### src/rtl/decode_pkg.sv
// Shared types for the RISC-V decode stage: op classes, opcode/funct constants
// and the decoded bundle carried by the skid buffer and the output register.
package decode_pkg;

   typedef enum logic [3:0] {
      OP        = 4'd0,
      OP_IMM    = 4'd1,
      LOAD      = 4'd2,
      STORE     = 4'd3,
      BRANCH    = 4'd4,
      JAL       = 4'd5,
      JALR      = 4'd6,
      LUI       = 4'd7,
      AUIPC     = 4'd8,
      SYSTEM    = 4'd9,
      OP_32     = 4'd10,
      OP_IMM_32 = 4'd11,
      NONE      = 4'd12
   } op_t;

   localparam logic [6:0] OPC_LOAD      = 7'b0000011;
   localparam logic [6:0] OPC_OP_IMM    = 7'b0010011;
   localparam logic [6:0] OPC_AUIPC     = 7'b0010111;
   localparam logic [6:0] OPC_OP_IMM_32 = 7'b0011011;
   localparam logic [6:0] OPC_STORE     = 7'b0100011;
   localparam logic [6:0] OPC_OP        = 7'b0110011;
   localparam logic [6:0] OPC_LUI       = 7'b0110111;
   localparam logic [6:0] OPC_OP_32     = 7'b0111011;
   localparam logic [6:0] OPC_BRANCH    = 7'b1100011;
   localparam logic [6:0] OPC_JALR      = 7'b1100111;
   localparam logic [6:0] OPC_JAL       = 7'b1101111;
   localparam logic [6:0] OPC_SYSTEM    = 7'b1110011;

   localparam logic [2:0] F3_ADD_SUB = 3'b000;
   localparam logic [2:0] F3_SLL     = 3'b001;
   localparam logic [2:0] F3_BR_RSV0 = 3'b010;
   localparam logic [2:0] F3_BR_RSV1 = 3'b011;
   localparam logic [2:0] F3_LD_SD   = 3'b011;
   localparam logic [2:0] F3_SR      = 3'b101;
   localparam logic [2:0] F3_LWU     = 3'b110;
   localparam logic [2:0] F3_LD_RSV  = 3'b111;

   localparam logic [6:0] F7_BASE = 7'b0000000;
   localparam logic [6:0] F7_ALT  = 7'b0100000;

   // imm and pc are stored at the widest supported size; the stage trims them.
   typedef struct packed {
      op_t         op;
      logic [63:0] imm;
      logic [4:0]  rs1;
      logic [4:0]  rs2;
      logic [4:0]  rd;
      logic        rs1Valid;
      logic        rs2Valid;
      logic        rdValid;
      logic [2:0]  funct3;
      logic [6:0]  funct7;
      logic        illegal;
      logic [63:0] pc;
   } decoded_t;

   function automatic logic rTypeLegal(input logic [2:0] funct3, input logic [6:0] funct7);
      return (funct7 == F7_BASE) ||
             ((funct7 == F7_ALT) && ((funct3 == F3_ADD_SUB) || (funct3 == F3_SR)));
   endfunction

   function automatic logic shiftLegal32(input logic [2:0] funct3, input logic [6:0] funct7);
      return (funct3 == F3_SLL) ? (funct7 == F7_BASE)
                                : ((funct7 == F7_BASE) || (funct7 == F7_ALT));
   endfunction

   function automatic logic shiftLegal64(input logic [2:0] funct3, input logic [5:0] upper6);
      return (funct3 == F3_SLL) ? (upper6 == 6'b000000)
                                : ((upper6 == 6'b000000) || (upper6 == 6'b010000));
   endfunction

endpackage

### src/rtl/decode_logic.sv
// Purely combinational RISC-V instruction decoder: raw word -> decoded_t.
// The pc field is left zero; the stage fills it in.
module decode_logic
   import decode_pkg::*;
#(
   parameter int XLEN = 32
) (
   input  logic [31:0] i_instruction,
   output decoded_t    o_decoded
);

   localparam bit IS64 = (XLEN == 64);

   logic [6:0]  w_opcode;
   logic [2:0]  w_funct3;
   logic [6:0]  w_funct7;
   logic [4:0]  w_rd;
   logic [63:0] w_immI;
   logic [63:0] w_immS;
   logic [63:0] w_immB;
   logic [63:0] w_immU;
   logic [63:0] w_immJ;
   logic        w_isShift;

   op_t         w_op;
   logic [63:0] w_imm;
   logic        w_rs1Valid;
   logic        w_rs2Valid;
   logic        w_writesRd;
   logic        w_illegal;

   assign w_opcode  = i_instruction[6:0];
   assign w_funct3  = i_instruction[14:12];
   assign w_funct7  = i_instruction[31:25];
   assign w_rd      = i_instruction[11:7];
   assign w_isShift = (w_funct3 == F3_SLL) || (w_funct3 == F3_SR);

   assign w_immI = {{52{i_instruction[31]}}, i_instruction[31:20]};
   assign w_immS = {{52{i_instruction[31]}}, i_instruction[31:25], i_instruction[11:7]};
   assign w_immB = {{52{i_instruction[31]}}, i_instruction[7], i_instruction[30:25],
                    i_instruction[11:8], 1'b0};
   assign w_immU = {{32{i_instruction[31]}}, i_instruction[31:12], 12'b0};
   assign w_immJ = {{44{i_instruction[31]}}, i_instruction[19:12], i_instruction[20],
                    i_instruction[30:21], 1'b0};

   always_comb begin
      w_op       = NONE;
      w_imm      = '0;
      w_rs1Valid = 1'b0;
      w_rs2Valid = 1'b0;
      w_writesRd = 1'b0;
      w_illegal  = 1'b0;
      case (w_opcode)
         OPC_OP: begin
            w_op = OP; w_rs1Valid = 1'b1; w_rs2Valid = 1'b1; w_writesRd = 1'b1;
            w_illegal = !rTypeLegal(w_funct3, w_funct7);
         end
         OPC_OP_32: begin
            w_op = OP_32; w_rs1Valid = 1'b1; w_rs2Valid = 1'b1; w_writesRd = 1'b1;
            w_illegal = !IS64 || !rTypeLegal(w_funct3, w_funct7);
         end
         OPC_OP_IMM: begin
            w_op = OP_IMM; w_imm = w_immI; w_rs1Valid = 1'b1; w_writesRd = 1'b1;
            // RV64 shifts use a 6-bit shamt, so only instr[31:26] is reserved.
            if (w_isShift)
               w_illegal = IS64 ? !shiftLegal64(w_funct3, i_instruction[31:26])
                                : !shiftLegal32(w_funct3, w_funct7);
         end
         OPC_OP_IMM_32: begin
            w_op = OP_IMM_32; w_imm = w_immI; w_rs1Valid = 1'b1; w_writesRd = 1'b1;
            w_illegal = !IS64 || (w_isShift && !shiftLegal32(w_funct3, w_funct7));
         end
         OPC_LOAD: begin
            w_op = LOAD; w_imm = w_immI; w_rs1Valid = 1'b1; w_writesRd = 1'b1;
            w_illegal = (w_funct3 == F3_LD_RSV) ||
                        (!IS64 && ((w_funct3 == F3_LD_SD) || (w_funct3 == F3_LWU)));
         end
         OPC_STORE: begin
            w_op = STORE; w_imm = w_immS; w_rs1Valid = 1'b1; w_rs2Valid = 1'b1;
            w_illegal = w_funct3[2] || (!IS64 && (w_funct3 == F3_LD_SD));
         end
         OPC_BRANCH: begin
            w_op = BRANCH; w_imm = w_immB; w_rs1Valid = 1'b1; w_rs2Valid = 1'b1;
            w_illegal = (w_funct3 == F3_BR_RSV0) || (w_funct3 == F3_BR_RSV1);
         end
         OPC_JAL: begin
            w_op = JAL; w_imm = w_immJ; w_writesRd = 1'b1;
         end
         OPC_JALR: begin
            w_op = JALR; w_imm = w_immI; w_rs1Valid = 1'b1; w_writesRd = 1'b1;
            w_illegal = (w_funct3 != F3_ADD_SUB);
         end
         OPC_LUI: begin
            w_op = LUI; w_imm = w_immU; w_writesRd = 1'b1;
         end
         OPC_AUIPC: begin
            w_op = AUIPC; w_imm = w_immU; w_writesRd = 1'b1;
         end
         OPC_SYSTEM: begin
            w_op = SYSTEM; w_imm = w_immI; w_rs1Valid = 1'b1; w_writesRd = 1'b1;
         end
         default: w_illegal = 1'b1;
      endcase
      if (i_instruction[1:0] != 2'b11)
         w_illegal = 1'b1;
   end

   // Illegal words still travel as bundles, but carry no usable operands.
   always_comb begin
      o_decoded          = '0;
      o_decoded.op       = w_illegal ? NONE : w_op;
      o_decoded.imm      = w_illegal ? 64'd0 : w_imm;
      o_decoded.rs1      = i_instruction[19:15];
      o_decoded.rs2      = i_instruction[24:20];
      o_decoded.rd       = w_rd;
      o_decoded.rs1Valid = w_rs1Valid && !w_illegal;
      o_decoded.rs2Valid = w_rs2Valid && !w_illegal;
      o_decoded.rdValid  = w_writesRd && (w_rd != 5'd0) && !w_illegal;
      o_decoded.funct3   = w_funct3;
      o_decoded.funct7   = w_funct7;
      o_decoded.illegal  = w_illegal;
   end

endmodule

### src/rtl/decode_stage.sv
// Registered decode stage with valid/ready on both sides and a one-entry skid
// buffer so that in_ready need not depend combinationally on out_ready.
module decode_stage
   import decode_pkg::*;
#(
   parameter int XLEN        = 32,
   parameter int PC_WIDTH    = XLEN,
   parameter bit SKID_ENABLE = 1'b1
) (
   input  logic                clk,
   input  logic                rst,
   input  logic                in_valid,
   output logic                in_ready,
   input  logic [31:0]         in_instruction,
   input  logic [PC_WIDTH-1:0] in_pc,
   input  logic                flush,
   output logic                out_valid,
   input  logic                out_ready,
   output logic [PC_WIDTH-1:0] out_pc,
   output logic [3:0]          out_op,
   output logic [XLEN-1:0]     out_immediate,
   output logic [4:0]          out_rs1,
   output logic [4:0]          out_rs2,
   output logic [4:0]          out_rd,
   output logic                out_rs1_valid,
   output logic                out_rs2_valid,
   output logic                out_rd_valid,
   output logic [2:0]          out_funct3,
   output logic [6:0]          out_funct7,
   output logic                out_illegal
);

   decoded_t r_outBundle;
   decoded_t r_skidBundle;
   logic     r_outValid;
   logic     r_skidValid;

   decoded_t w_rawDec;
   decoded_t w_dec;
   logic     w_inXfer;
   logic     w_outLoad;
   logic     w_unused;

   decode_logic #(.XLEN(XLEN)) u_decodeLogic (
      .i_instruction (in_instruction),
      .o_decoded     (w_rawDec)
   );

   always_comb begin
      w_dec    = w_rawDec;
      w_dec.pc = 64'(in_pc);
   end

   // With the skid present, in_ready is simply "skid empty", a registered term.
   assign in_ready  = !rst && (SKID_ENABLE ? !r_skidValid : (out_ready || !r_outValid));
   assign w_inXfer  = in_valid && in_ready;
   assign w_outLoad = !r_outValid || out_ready;

   always_ff @(posedge clk) begin
      if (rst) begin
         r_outValid   <= 1'b0;
         r_skidValid  <= 1'b0;
         r_outBundle  <= '0;
         r_skidBundle <= '0;
      end else if (flush) begin
         r_outValid  <= 1'b0;
         r_skidValid <= 1'b0;
      end else if (w_outLoad) begin
         if (r_skidValid) begin
            r_outBundle <= r_skidBundle;
            r_outValid  <= 1'b1;
            r_skidValid <= 1'b0;
         end else begin
            if (w_inXfer)
               r_outBundle <= w_dec;
            r_outValid <= w_inXfer;
         end
      end else if (w_inXfer) begin
         r_skidBundle <= w_dec;
         r_skidValid  <= 1'b1;
      end
   end

   assign out_valid     = r_outValid && !rst;
   assign out_pc        = r_outBundle.pc[PC_WIDTH-1:0];
   assign out_op        = r_outBundle.op;
   assign out_immediate = r_outBundle.imm[XLEN-1:0];
   assign out_rs1       = r_outBundle.rs1;
   assign out_rs2       = r_outBundle.rs2;
   assign out_rd        = r_outBundle.rd;
   assign out_rs1_valid = r_outBundle.rs1Valid;
   assign out_rs2_valid = r_outBundle.rs2Valid;
   assign out_rd_valid  = r_outBundle.rdValid;
   assign out_funct3    = r_outBundle.funct3;
   assign out_funct7    = r_outBundle.funct7;
   assign out_illegal   = r_outBundle.illegal;

   assign w_unused = ^r_outBundle;

endmodule

### config.mk
export PLATFORM = sky130hd
export DESIGN_NAME = decode_stage
export DESIGN_NICKNAME = d
export VERILOG_FILES = /design/src/rtl/decode_pkg.sv /design/src/rtl/decode_logic.sv /design/src/rtl/decode_stage.sv
export SDC_FILE = /design/constraint.sdc
export NUM_CORES = 1
export LEC_CHECK = 0
export CAP_MARGIN = 20
export CORE_MARGIN = 2
export CORE_UTILIZATION = 50
export CTS_CLUSTER_DIAMETER = 80
export DETAILED_ROUTE_END_ITERATION = 6
export PLACE_DENSITY = 0.75
export SETUP_SLACK_MARGIN = 0.2
export SYNTH_ARGS = -nofsm -noshare
export SYNTH_HDL_FRONTEND = slang
export SYNTH_HIERARCHICAL = 1
export SYNTH_SLANG_ARGS = --single-unit
### constraint.sdc
create_clock -name clk -period 4.45 [get_ports clk]
set_input_delay 1.335 -clock clk [delete_from_list [all_inputs] [get_ports clk]]
set_output_delay 1.335 -clock clk [all_outputs]
set_load 0.01 [all_outputs]
==> qor.txt, run 1 <==
Status - finished, final reports clean
Min Tclk post-route - 3.76 ns
CP Class - in2reg
Hold Fails Final Rpt - 0
Clock transition at the registers of the reported paths - 0.07 ns
Initial DRC Count - 744
GPL Wtd Cong - 0.905
Crit path max-delay family - buffers and inverters
Via count - 8877
Num rows - 52
Routed len/inst - 17.6 µm
First-pass GRT wire length - 43.6 mm
Post-cts sizing count - 0
Skew-Pair Late Insertion Delay - 0.44 ns
Most used cell along the critical path - buf_4
Die area - 0.0217 mm²
Starting density of the core - 50.9%
Grt total ovfl - 0
Storage cell area - 0.00393 mm²
PortBufs - 167
Crit start category - primary input
Synthesized net count - 1260
Slew headroom - 28.3%
Die height - 147 µm
Drt total wl - 27.3 mm
Slew Limit Fails - 0
Core ar. - 0.0202 mm²
Hold Crit Class - reg2reg
Critical Path Sink Type - flip-flop
Initial antenna violation count - 0
# H-tree levels - 4
Sink Count - 196
Footprint of the multi-input gates - 0.00561 mm²
Yosys warns - 6
Nets - 1339
Total chip power - 3.84 mW
# Post-CTS Setup Buffers - 0
Slew @ Worst Pin - 1.08 ns
RSZ-0062 raised after global routing - false
Number of fill cells - 1768
Max Freq - 266 MHz
Vias in the first global route - 8230
GR met2 Demand/Resource - 38.7%
DRC violations left - 0
Final Cell Area - 0.0124 mm²
Met1 GRT Util - 33.9%
Crit Path Max Fanout - 13
GR peak layer - met2
# diodes - 0
Drt first pass iters - 5
Hold_buf cts - 0
Final setup TNS - 0 ns
Synth Area per Inst - 8.62 µm²
P&R area growth vs syn - 21.2%
Share of layout cells above drive strength 1 - 14.3%
Die Span X - 147 µm
Worst path slowest cell - clkdlybuf4s50_1
MaxCap Viol Count - 0
Final setup violation count - 0
Total GRT Usage - 24.8%
CP max stage delay - 0.79 ns
Req. time, crit path - 4.84 ns
CTS tree - done
Met3 Usage GRT - 5.19%
Final ANT Viol Nets - 0
Worst IR Drop VDD - 271 µV
Pin count of the biggest net entering global routing - 108
Final worst-path cycle share - 84.6%
Total CTS buffers - 17
Post-DP Area - 0.0118 mm²
Clock root buffer - clkbuf_16
Io pins - 168
Mapped Area - 0.0103 mm²
CP arrival - 4.15 ns
Crit path buf inv count - 3
Gate Count Post-Synth - 1191
Fin util - 61.7%
Vias per cell - 5.72
Final HPWL DP - 17.5 mm
Clk buf depth - 2
Skew final - 0.00736 ns
CP Cell Sequence - clkdlybuf4s50_1, buf_4, nor2b_1, or3_1, a311oi_2, buf_4, a21oi_1, nor3_2, mux2i_1, nor2_1, mux2_2
Leakage - 4.26 nW
Power Density - 308 mW/mm²
## tightest hold or removal path: stages (launching register included)
cell	delay, ns
dfxtp_1	0.31
o21ai_0	0.06
a21oi_1	0.06
## worst paths after layout
path / startpoint / endpoint / slack [ns] / cells after the start
max: in_instruction[2] / out_immediate[29]$_SDFFE_PP0P_ / 0.69 / 11
min: r_skidBundle[23]$_SDFFE_PP0P_ / r_skidBundle[23]$_SDFFE_PP0P_ / 0.47 / 2
max reg2reg: r_skidValid$_SDFFE_PP0P_ / r_skidBundle[98]$_SDFFE_PP0P_ / 1.32 / 5
min reg2reg: r_skidBundle[23]$_SDFFE_PP0P_ / r_skidBundle[23]$_SDFFE_PP0P_ / 0.47 / 2
## layout by cell type (no fill, tap or decap), types with 10 or more instances in the layout
cell and instances:
buf_4 31, mux2i_1 99, nand3_1 99, clkbuf_16 17, nor2_1 111, a21oi_1 118
clkdlybuf4s50_1 166, nand2_1 19, nor2b_1 103, dfxtp_1 195, nor3_1 15, a31oi_1 10
o21ai_1 19, o21ai_0 88, mux2_2 97
## stage by stage
step           setup WS, ns  instances  hold WS [ns]
5_1_grt               0.490       1553         0.494
6_report              0.685       1553         0.474
2_1_floorplan         0.756       1191         0.454
3_5_place_dp          0.337       1521         0.466
3_3_place_gp          0.306       1521         0.459
4_1_cts               0.759       1553         0.476
## metal layers
metal,vias to the layer above,wire (µm)
met5,-,0
met4,0,735
met3,50,1870
met2,326,12500
met1,4205,12200
li1,4296,-
## where the power goes
group	internal [mW]	switching (mW)
Sequential	1.78	0.0118
Clock	0.902	0.730
Combinational	0.182	0.237
Total	2.86	0.979
## registers in the layout, indices dropped and copies added (netlist names), 3 cells and up
signal,cells
out_funct7,7
r_skidBundle,97
out_rs1,5
out_rd,5
out_funct3,3
out_pc,32
out_immediate,32
out_op,4
out_rs2,5
## final cells by class
| class | count | area share [%] |
|---|---|---|
| clock buffer | 17 | 3.42 |
| clock inverter | 15 | 1.59 |
| inverter | 5 | 0.151 |
| multi-input combinational | 851 | 45.1 |
| sequential | 196 | 31.6 |
| tap | 270 | 2.71 |
| timing repair buffer | 199 | 15.5 |
Note: power is estimated with default switching activity, not from simulation.
==> run 2: changes to the inputs <==
==> constraint.sdc (replaced) <==
create_clock -name clk -period 3.11 [get_ports clk]
set_input_delay 0.933 -clock clk [delete_from_list [all_inputs] [get_ports clk]]
set_output_delay 0.933 -clock clk [all_outputs]
set_load 0.01 [all_outputs]
==> run 2 against run 1 <==
Total power grew 42%. Global-route usage up 0.80 points. Clock power grew 38%. Combinational power rose by 59%. Wire length rose by 3.0%. First-iteration DRC count shrank 0.81%. Core utilization grew 2.9 points. Flip-flop and latch count unchanged. Sequential power increased by 43%. Count of clock-buffer cells in the layout is the same. Critical endpoint is now out_immediate[21]$_SDFFE_PP0P_. Highest routed layer unchanged.
==> qor.txt, run 2 (same netlist as run 1, synthesis figures left out) <==
Drt first pass iters - 7 (+2)
Status - finished, final reports clean
Req. time, crit path - 3.43 ns (-1.41 ns)
Final ANT Viol Nets - 0 (unchanged)
Min-delay src - r_skidBundle[69]$_SDFFE_PP0P_
Total GRT Usage - 25.6% (+0.80 points)
PortBufs - 167 (unchanged)
Vias per cell - 5.64 (-1.4%)
CTS tree - done
Commonest non-fill, non-tap cells in the layout - dfxtp_1 (195), clkdlybuf4s50_1 (156), a21oi_1 (117)
Sink Count - 196 (unchanged)
P&R area growth vs syn - 26.8%
Leakage - 4.60 nW (+7.9%)
Final setup violation count - 0 (unchanged)
Total CTS buffers - 17 (unchanged)
Skew final - 0.0100 ns (+0.00266 ns)
Slew headroom - 32.6% (+4.3 points)
Worst R2R Setup Slack - 0.83 ns (-0.49 ns)
Pin count of the biggest net entering global routing - 187 (+73%)
Min Tclk post-route - 2.90 ns
# H-tree levels - 4 (unchanged)
CP arrival - 3.23 ns (-0.92 ns)
Num rows - 52 (unchanged)
Crit start category - primary input
Slew @ Worst Pin - 1.01 ns (-0.0641 ns)
Final HPWL DP - 18.2 mm (+4.0%)
RSZ-0062 raised after global routing - true
Vias in the first global route - 8699 (+5.7%)
Initial DRC Count - 738 (-0.81%)
Clk buf depth - 2 (unchanged)
Initial antenna violation count - 0 (unchanged)
Core ar. - 0.0202 mm² (unchanged)
Nets - 1392 (+4.0%)
Hold path cells - 2 (unchanged)
Io pins - 168 (unchanged)
First-pass GRT wire length - 45.0 mm (+3.2%)
GPL Wtd Cong - 0.944 (+4.3%)
Drt total wl - 28.1 mm (+3.0%)
Reg2Reg Capture Point - r_skidBundle[99]$_SDFFE_PP0P_
Skew-Pair Late Insertion Delay - 0.43 ns (about the same)
Clock transition at the registers of the reported paths - 0.07 ns (about the same)
MaxCap Viol Count - 0 (unchanged)
Post-DP Area - 0.0123 mm² (+3.9%)
Final setup TNS - 0 ns (unchanged)
Die height - 147 µm (unchanged)
Hold Fails Final Rpt - 0 (unchanged)
Worst-case hold path end point - r_skidBundle[69]$_SDFFE_PP0P_
Grt total ovfl - 0 (unchanged)
Critical Path Sink Type - flip-flop
Die Span X - 147 µm (unchanged)
Die area - 0.0217 mm² (unchanged)
Via count - 9053 (+2.0%)
CP Class - in2reg
Reg2reg path depth - 5 (unchanged)
Power Density - 420 mW/mm² (+36%)
Crit Path Max Fanout - 13 (unchanged)
Routed len/inst - 17.5 µm (-0.37%)
Starting density of the core - 50.9% (unchanged)
# diodes - 0 (unchanged)
Total chip power - 5.47 mW (+42%)
Final worst-path cycle share - 93.4%
Hold_buf cts - 0 (unchanged)
Max Freq - 344 MHz
Share of layout cells above drive strength 1 - 19.0% (+4.7 points)
Worst flop-to-flop path startpoint - r_skidValid$_SDFFE_PP0P_
Slew Limit Fails - 0 (unchanged)
Number of fill cells - 1714 (-3.1%)
Final Cell Area - 0.0130 mm² (+4.6%)
Clock root buffer - clkbuf_16
Leading cell type in the layout, fill and taps excluded - dfxtp_1
Max FFs per register - 97 (unchanged)
DRC violations left - 0 (unchanged)
Register with the most flip-flops - r_skidBundle
Hold Crit Class - reg2reg
Fin util - 64.6% (+2.9 points)
Worst IR Drop VDD - 419 µV (+55%)
run 2: cell types whose count changed in the layout (fill, tap and decap cells not counted), moves of 4 or more:
cell / change
nor3_2: +5
dlymetal6s2s_1: +4
nor3_1: -5
clkdlybuf4s50_1: -10
buf_4: +43
buf_12: +6
dlygate4sd2_1: +5
run 2: area by class of cell:
class	instances	area [µm²]	area share (%)
clock buffers	17	425	3.27
clock inverters	15	171	1.32
inverters	5	18.8	0.144
multi-input cells	851	5730	44.0
flip-flops and latches	196	3930	30.2
well taps	270	338	2.59
repair buffers	252	2410	18.5
run 2: how the worst max path moves through the flow:
stage / from / to / slack [ns]
floorplan: in_instruction[6] / out_illegal$_SDFFE_PP0P_ / 0.20
global placement: in_instruction[6] / out_immediate[3]$_SDFFE_PP0P_ / -0.42
detailed placement: in_instruction[6] / out_immediate[3]$_SDFFE_PP0P_ / -0.41
CTS: in_instruction[14] / out_op[2]$_SDFFE_PP0P_ / 0.21
global route: in_instruction[13] / out_immediate[21]$_SDFFE_PP0P_ / 0.18
finish: in_instruction[13] / out_immediate[21]$_SDFFE_PP0P_ / 0.21
run 2: power breakdown:
part	switching, mW	internal, mW	total [mW]
logic	0.363	0.304	0.668
registers	0.0159	2.54	2.56
clock network	1.04	1.21	2.25
total	1.42	4.05	5.47
run 2: timing repair:
| action | CTS | global route |
|---|---|---|
| cloned | 1 | 0 |
| pin swaps | 5 | 2 |
| endpoints found under the setup margin | 34 | 40 |
| resized for setup | 19 | 19 |
| setup buffers | 1 | 0 |
run 2: stage by stage:
| stage | setup WS (ns) | std cells | hold WS [ns] |
|---|---|---|---|
| after floorplan | 0.201 | 1191 | 0.454 |
| after global placement | -0.418 | 1572 | 0.459 |
| final | 0.206 | 1606 | 0.474 |
| after global routing | 0.177 | 1606 | 0.494 |
| after CTS | 0.205 | 1606 | 0.476 |
| after detailed placement | -0.412 | 1572 | 0.466 |
run 2: per-layer routing:
metal,vias up,GRT usage [%],wire (µm)
li1,4407,-,-
met5,-,0,0
met1,4331,35.1,12800
met2,270,40.4,13100
met3,45,4.53,1470
met4,0,9.57,757
run 2: critical path: stages:
cell and delay (ns):
clkdlybuf4s50_1 0.51, buf_4 0.18, nor3b_1 0.23, nand3_1 0.17, a21oi_1 0.20, nand4bb_1 0.19, buf_6 0.21, nor3_2 0.08
mux2i_1 0.16, nor2_1 0.08, mux2_2 0.29
